`src/rtl/ase_hssi_capture_pkg.sv`:
```
// Shared definitions for the HSSI stream capture monitor.
//   clog2_min1  : index width helper that never returns 0 (single-channel case)
//   MAX_CH      : upper bound on monitored channels
//   hold_state_e: per-channel one-deep hold register occupancy
package ase_hssi_capture_pkg;

  localparam int unsigned MAX_CH = 16;

  typedef enum logic {
    HOLD_EMPTY = 1'b0,
    HOLD_FULL  = 1'b1
  } hold_state_e;

  function automatic int unsigned clog2_min1(input int unsigned n);
    return (n <= 1) ? 1 : $clog2(n);
  endfunction

endpackage

```
`src/rtl/ase_hssi_capture_fifo.sv`:
```
// Synchronous show-ahead FIFO with occupancy count.
//   clk, SoftReset_n : clock, asynchronous active-low reset
//   push, push_data  : write request and data (write while full only with a pop)
//   pop              : read request, ignored when empty
//   head_data        : oldest entry, zero while empty
//   count            : occupancy 0..DEPTH
module ase_hssi_capture_fifo #(
  parameter int unsigned WIDTH = 8,
  parameter int unsigned DEPTH = 16
) (
  input  logic                       clk,
  input  logic                       SoftReset_n,
  input  logic                       push,
  input  logic [WIDTH-1:0]           push_data,
  input  logic                       pop,
  output logic [WIDTH-1:0]           head_data,
  output logic [$clog2(DEPTH):0]     count
);

  localparam int unsigned AW    = $clog2(DEPTH);
  localparam int unsigned CNT_W = AW + 1;

  logic [WIDTH-1:0] mem [DEPTH];
  logic [AW-1:0]    wr_ptr;
  logic [AW-1:0]    rd_ptr;
  logic             do_pop;
  logic             do_push;

  assign do_pop  = pop && (count != '0);
  assign do_push = push && ((count != CNT_W'(DEPTH)) || do_pop);

  always_ff @(posedge clk or negedge SoftReset_n) begin
    if (!SoftReset_n) begin
      wr_ptr <= '0;
      rd_ptr <= '0;
      count  <= '0;
    end else begin
      if (do_push) wr_ptr <= wr_ptr + 1'b1;
      if (do_pop)  rd_ptr <= rd_ptr + 1'b1;
      case ({do_push, do_pop})
        2'b10:   count <= count + 1'b1;
        2'b01:   count <= count - 1'b1;
        default: count <= count;
      endcase
    end
  end

  always_ff @(posedge clk) begin
    if (do_push) mem[wr_ptr] <= push_data;
  end

  // Storage is not reset; gating keeps the head at zero while empty.
  assign head_data = (count != '0) ? mem[rd_ptr] : '0;

endmodule

```
`src/rtl/ase_hssi_stream_capture.sv`:
```
// Passive multi-channel AXI-Stream beat monitor. Every accepted beat
// (tvalid & tready) is timestamped into a one-deep per-channel hold register,
// arbitrated round-robin into a shared record FIFO and presented on a
// valid/ready record stream. The monitored links are never back-pressured;
// beats that find their hold register occupied are dropped and counted.
//   clk, SoftReset_n         : clock, asynchronous active-low reset
//   enable                   : capture enable (draining continues when low)
//   ch_tvalid/tready/tlast   : monitored handshake per channel
//   ch_tdata                 : monitored data, channel i at [i*DATA_W +: DATA_W]
//   rec_valid/rec_ready      : record stream handshake
//   rec_ts/ch/last/data      : head record fields
//   fifo_count               : record FIFO occupancy
//   drop_cnt                 : saturating per-channel drop counters
//   overflow                 : sticky, any drop since reset
module ase_hssi_stream_capture
  import ase_hssi_capture_pkg::*;
#(
  parameter int unsigned NUM_CH     = 4,
  parameter int unsigned DATA_W     = 64,
  parameter int unsigned FIFO_DEPTH = 16,
  parameter int unsigned TS_W       = 32,
  parameter int unsigned DROP_W     = 16
) (
  input  logic                             clk,
  input  logic                             SoftReset_n,
  input  logic                             enable,
  input  logic [NUM_CH-1:0]                ch_tvalid,
  input  logic [NUM_CH-1:0]                ch_tready,
  input  logic [NUM_CH-1:0]                ch_tlast,
  input  logic [NUM_CH*DATA_W-1:0]         ch_tdata,
  output logic                             rec_valid,
  input  logic                             rec_ready,
  output logic [TS_W-1:0]                  rec_ts,
  output logic [clog2_min1(NUM_CH)-1:0]    rec_ch,
  output logic                             rec_last,
  output logic [DATA_W-1:0]                rec_data,
  output logic [$clog2(FIFO_DEPTH):0]      fifo_count,
  output logic [NUM_CH*DROP_W-1:0]         drop_cnt,
  output logic                             overflow
);

  localparam int unsigned CH_W  = clog2_min1(NUM_CH);
  localparam int unsigned CNT_W = $clog2(FIFO_DEPTH) + 1;

  typedef struct packed {
    logic [TS_W-1:0]   ts;
    logic [CH_W-1:0]   ch;
    logic              last;
    logic [DATA_W-1:0] data;
  } rec_t;

  localparam int unsigned REC_W = $bits(rec_t);

  logic [TS_W-1:0]   ts;
  logic [CH_W-1:0]   rr;
  hold_state_e       hold_st   [NUM_CH];
  logic [TS_W-1:0]   hold_ts   [NUM_CH];
  logic              hold_last [NUM_CH];
  logic [DATA_W-1:0] hold_data [NUM_CH];
  logic [DROP_W-1:0] drop_q    [NUM_CH];

  logic [NUM_CH-1:0] capture;
  logic [NUM_CH-1:0] granted;
  logic              grant_valid;
  logic [CH_W-1:0]   grant_ch;
  logic              pop;
  logic              push_ok;
  rec_t              push_rec;
  rec_t              head_rec;
  logic [REC_W-1:0]  head_data;

  assign capture   = {NUM_CH{enable}} & ch_tvalid & ch_tready;
  assign rec_valid = (fifo_count != '0);
  assign pop       = rec_valid && rec_ready;
  assign push_ok   = (fifo_count != CNT_W'(FIFO_DEPTH)) || pop;

  // Round-robin: first FULL hold starting one past the last grant.
  always_comb begin
    grant_valid = 1'b0;
    grant_ch    = '0;
    for (int unsigned off = 1; off <= NUM_CH; off++) begin
      if (!grant_valid &&
          hold_st[(32'(rr) + off) % NUM_CH] == HOLD_FULL) begin
        grant_valid = 1'b1;
        grant_ch    = CH_W'((32'(rr) + off) % NUM_CH);
      end
    end
    if (!push_ok) grant_valid = 1'b0;
    granted = '0;
    for (int unsigned i = 0; i < NUM_CH; i++) begin
      granted[i] = grant_valid && (grant_ch == CH_W'(i));
    end
  end

  always_comb begin
    push_rec      = '0;
    push_rec.ts   = hold_ts[grant_ch];
    push_rec.ch   = grant_ch;
    push_rec.last = hold_last[grant_ch];
    push_rec.data = hold_data[grant_ch];
  end

  always_ff @(posedge clk or negedge SoftReset_n) begin
    if (!SoftReset_n) begin
      ts       <= '0;
      rr       <= CH_W'(NUM_CH - 1);
      overflow <= 1'b0;
      for (int unsigned i = 0; i < NUM_CH; i++) begin
        hold_st[i]   <= HOLD_EMPTY;
        hold_ts[i]   <= '0;
        hold_last[i] <= 1'b0;
        hold_data[i] <= '0;
        drop_q[i]    <= '0;
      end
    end else begin
      ts <= ts + 1'b1;
      if (grant_valid) rr <= grant_ch;
      for (int unsigned i = 0; i < NUM_CH; i++) begin
        if (capture[i]) begin
          // A grant in the same cycle frees the slot, so the new beat reloads.
          if (hold_st[i] == HOLD_EMPTY || granted[i]) begin
            hold_st[i]   <= HOLD_FULL;
            hold_ts[i]   <= ts;
            hold_last[i] <= ch_tlast[i];
            hold_data[i] <= ch_tdata[i*DATA_W +: DATA_W];
          end else begin
            if (drop_q[i] != '1) drop_q[i] <= drop_q[i] + 1'b1;
            overflow <= 1'b1;
          end
        end else if (granted[i]) begin
          hold_st[i] <= HOLD_EMPTY;
        end
      end
    end
  end

  ase_hssi_capture_fifo #(
    .WIDTH (REC_W),
    .DEPTH (FIFO_DEPTH)
  ) u_fifo (
    .clk         (clk),
    .SoftReset_n (SoftReset_n),
    .push        (grant_valid),
    .push_data   (push_rec),
    .pop         (pop),
    .head_data   (head_data),
    .count       (fifo_count)
  );

  assign head_rec = head_data;
  assign rec_ts   = head_rec.ts;
  assign rec_ch   = head_rec.ch;
  assign rec_last = head_rec.last;
  assign rec_data = head_rec.data;

  for (genvar g = 0; g < NUM_CH; g++) begin : g_drop
    assign drop_cnt[g*DROP_W +: DROP_W] = drop_q[g];
  end

endmodule

```
`config.mk`:
```
export PLATFORM = sky130hd
export DESIGN_NAME = ase_hssi_stream_capture
export DESIGN_NICKNAME = d
export VERILOG_FILES = /design/src/rtl/ase_hssi_capture_pkg.sv /design/src/rtl/ase_hssi_capture_fifo.sv /design/src/rtl/ase_hssi_stream_capture.sv
export SDC_FILE = /design/constraint.sdc
export NUM_CORES = 2
export LEC_CHECK = 0
export BUFFER_PORTS_ARGS = -buffer_cell sky130_fd_sc_hd__buf_2
export CELL_PAD_IN_SITES_DETAIL_PLACEMENT = 1
export CELL_PAD_IN_SITES_GLOBAL_PLACEMENT = 2
export CORE_MARGIN = 2
export CORE_UTILIZATION = 51
export DETAILED_ROUTE_END_ITERATION = 10
export GPL_ROUTABILITY_DRIVEN = 0
export PLACE_DENSITY = 0.85
export SLEW_MARGIN = 0
export SYNTH_ARGS = -nofsm -noshare
export SYNTH_HDL_FRONTEND = slang
export SYNTH_SLANG_ARGS = --single-unit
```
`constraint.sdc`:
```
create_clock -name clk -period 21.4 [get_ports clk]
set_clock_uncertainty 0.2 [all_clocks]
set_input_delay 0 -clock clk [delete_from_list [all_inputs] [get_ports clk]]
set_output_delay 0 -clock clk [all_outputs]
set_load 0.01 [all_outputs]
```
==> results_dict.tcl <==
set metrics [dict create \
    status "complete, but fails checks" \
    cp_data_required_time_ns 21.20 \
    start_kind "flop" \
    die_w_um 407 \
    layout_commonest_cell "edfxtp_1" \
    ys_warn_count 0 \
    clkTransAtPathRegs_ns 0.06 \
    vias 46304 \
    seq_power_share_pct 42.1 \
    path_class "flop to output port" \
    p_sw_mw 5.99 \
    relSlewSlack_pct 0.187 \
    firstDrtPassIters 6 \
    nets 5532 \
    clk_latency_ns 0.85 \
    grt_max_degree 160 \
    postRouteAntennaNets 0 \
    path_cells "buf_4 > buf_4 > buf_4 > mux4_2 > mux4_2 > and2_1 > buf_2" \
    fp-row-count 148 \
    startpoint "u_fifo.rd_ptr[0]" \
    drive_gt1_share_pct 34.6 \
    cts_resized 0 \
    worstReg2RegEnd "u_fifo.mem[6][38]" \
    crit_top_cell "buf_4" \
    tns_ns 0 \
    slew_violations 0 \
    syn_area_mm2 0.0830 \
    numPortBuffers 441 \
    whs_path_depth 4 \
    drt_iter0_drc 4903 \
    drt-total-wl_mm 244 \
    drc 0 \
    vias_per_cell 6.08 \
    rrSetupSlack_ns 16.31 \
    timing.rr.start "rr[1]" \
    path_buf_inv 4 \
    wl_per_cell_um 32.1 \
    whs_ns 0.0764 \
    min_from "ch_tready[0]" \
    end_kind "output port" \
    swShare_pct 34.9 \
    violations "capacitance limit" \
    start_util_pct 51.2 \
    synth_edf_count 1584 \
    r2r_cells 8 \
    grt_usage_pct 29.5 \
    yosysUniqueCellTypes 55 \
    ys_ff_latch 2088 \
    rsz0062_at_grt "false" \
    htreeDepth 4 \
    core_area_mm2 0.162 \
    fmax_mhz 162 \
    cts_made_buffers 205 \
    power.density_mw_per_mm2 170 \
    synth_fp_nets 4382 \
    io_pins 442 \
    synth-async-reset-ratio_pct 24.1 \
    hold_violations 0 \
    post-route-util_pct 62.4 \
    crit_arrival_ns 5.95 \
    grt_pass1_vias 51800 \
    p_int_mw 11.2 \
    tightestPinTransition_ns 1.50 \
    antenna_found_initial 18 \
    synthCells 4095 \
    cts_tree "done" \
    power_frac_clock_pct 21.9 \
    setup_violations 0 \
    p_comb_share_pct 36.0 \
    yosysSeqAreaShare_pct 72.5 \
    path_depth 7 \
    total_power_mw 17.2 \
    dpl.hpwl_mm 115 \
    grt_remaining_overflow 0 \
    ir_drop_mv 0.156 \
    critPathTopFamily "buffers and inverters" \
    synthFlopType "edfxtp_1" \
    maxCapViolCount 1 \
    critical_path_peak_fanout 52 \
    clock_path_buffers 3 \
    synthToLayoutAreaGrowth_pct 21.9 \
    p_leak_nw 36.5 \
    min_path_type "primary input to flop" \
    root_buffer "clkbuf_16" \
    slowest_delay_ns 0.93 \
    worstSetupEndpoint "rec_data[46]" \
    die-area_mm2 0.166 \
    grt_pass1_wl_mm 357 \
    numClockSinks 2088 \
    fin_crit_ns 6.15 \
    layout_common_cells "1584 x edfxtp_1, 638 x dlygate4sd3_1, 498 x dfrtp_1, 495 x mux4_2, 485 x mux2_2" \
    syn_avg_cell_area_um2 20.3 \
    cp_slowest_cell "buf_4" \
    die_h_um 407 \
    period_share_pct 28.8 \
]
-- power groups by stage --
stage,clock network (mW),registers (mW),logic (mW)
4_1_cts,3.72,7.14,5.99
3_5_place_dp,0,7.20,5.77
6_report,3.75,7.23,6.18
2_1_floorplan,0,7.02,3.77
5_1_grt,3.92,7.31,6.55
3_3_place_gp,0,7.11,5.56
-- final cells by class --
cell class	count	area, µm²
Clock inverter	117	1300
Fill cell	13897	61000
Sequential cell	2088	60200
Tap cell	2175	2720
Multi-Input combinational cell	1766	21900
Inverter	14	52.6
Timing Repair Buffer	1170	9420
Clock buffer	265	5560
Antenna cell	17	42.5
-- synthesized netlist by cell type (3+ instances only) --
cell      count  area (µm²)
clkbuf_1    102         383
and3_1       21         131
nand2_1      54         203
edfxtp_1   1584       47600
mux4_2      495       11100
nor2_1      130         488
xor2_1       29         254
and4_1        5        43.8
mux2_2      485        5460
ha_1         14         175
dfrtp_1     502       12600
mux2_1       10         113
buf_8         4        60.1
a21oi_1     102         510
nand3_1      45         225
and2_1      103         644
mux2i_1     101        1010
buf_4        26         195
nand4_1      28         175
o21ai_0       7        35.0
inv_1        14        52.6
nor3_1       16        80.1
buf_2        62         310
nand2b_1     11        68.8
buf_1        29         109
nor4_1        9        56.3
xnor2_1      65         569
nor2b_1       3        18.8
buf_6         4        45.0
-- through the flow --
| stage | instances | area [µm²] | setup slack [ns] |
|---|---|---|---|
| final | 7612 | 101000 | 15.25 |
| after detailed placement | 6571 | 87800 | 15.99 |
| after CTS | 7592 | 101000 | 15.07 |
| after global placement | 6571 | 87800 | 16.01 |
| after floorplan | 4095 | 83000 | 12.51 |
| after global routing | 7610 | 101000 | 14.68 |
-- state kept, by name, summed over array words and instances, names as in the netlist, 2 cells and up --
signal and count:
hold_ts 128, hold_last 4, u_fifo.count 5, hold_st 4, drop_cnt 64, u_fifo.wr_ptr 4
rr 2, hold_data 256, ts 32, u_fifo.mem 1584, u_fifo.rd_ptr 4
-- per-layer routing --
metal / vias to the layer above / GRT usage [%] / wire (µm)
li1: 18688 / - / -
met1: 24700 / 36.9 / 90200
met2: 2361 / 51.0 / 128000
met3: 551 / 5.27 / 16400
met4: 4 / 12.2 / 10200
met5: - / 0 / 20
-- timing repair --
item,in CTS,in global routing
hold buffers,639,0
hold endpoints to repair,680,0
buffers inserted,0,0
-- tightest hold or removal path, cell delays in order --
cell	delay [ns]
buf_2	0.09
and3_1	0.16
dlygate4sd3_1	0.65
or2_2	0.14
-- cells by family after synthesis --
logic type	synth area share [%]
AO/OA/AOI/OAI	0.859
XOR/XNOR	0.992
adder cells (fa/ha/maj)	0.235
buffers and inverters	1.39
flip-flops	72.5
multiplexers	21.4
AND/OR/NAND/NOR	2.69
-- worst min path at each step --
stage,end,slack [ns]
2_1_floorplan,drop_cnt[0],-0.50
3_3_place_gp,hold_data[34],-0.09
3_5_place_dp,hold_data[34],-0.09
4_1_cts,hold_st[3],0.01
5_1_grt,hold_st[3],0.07
6_report,hold_st[3],0.08
Power figures use the tool's default switching activity.
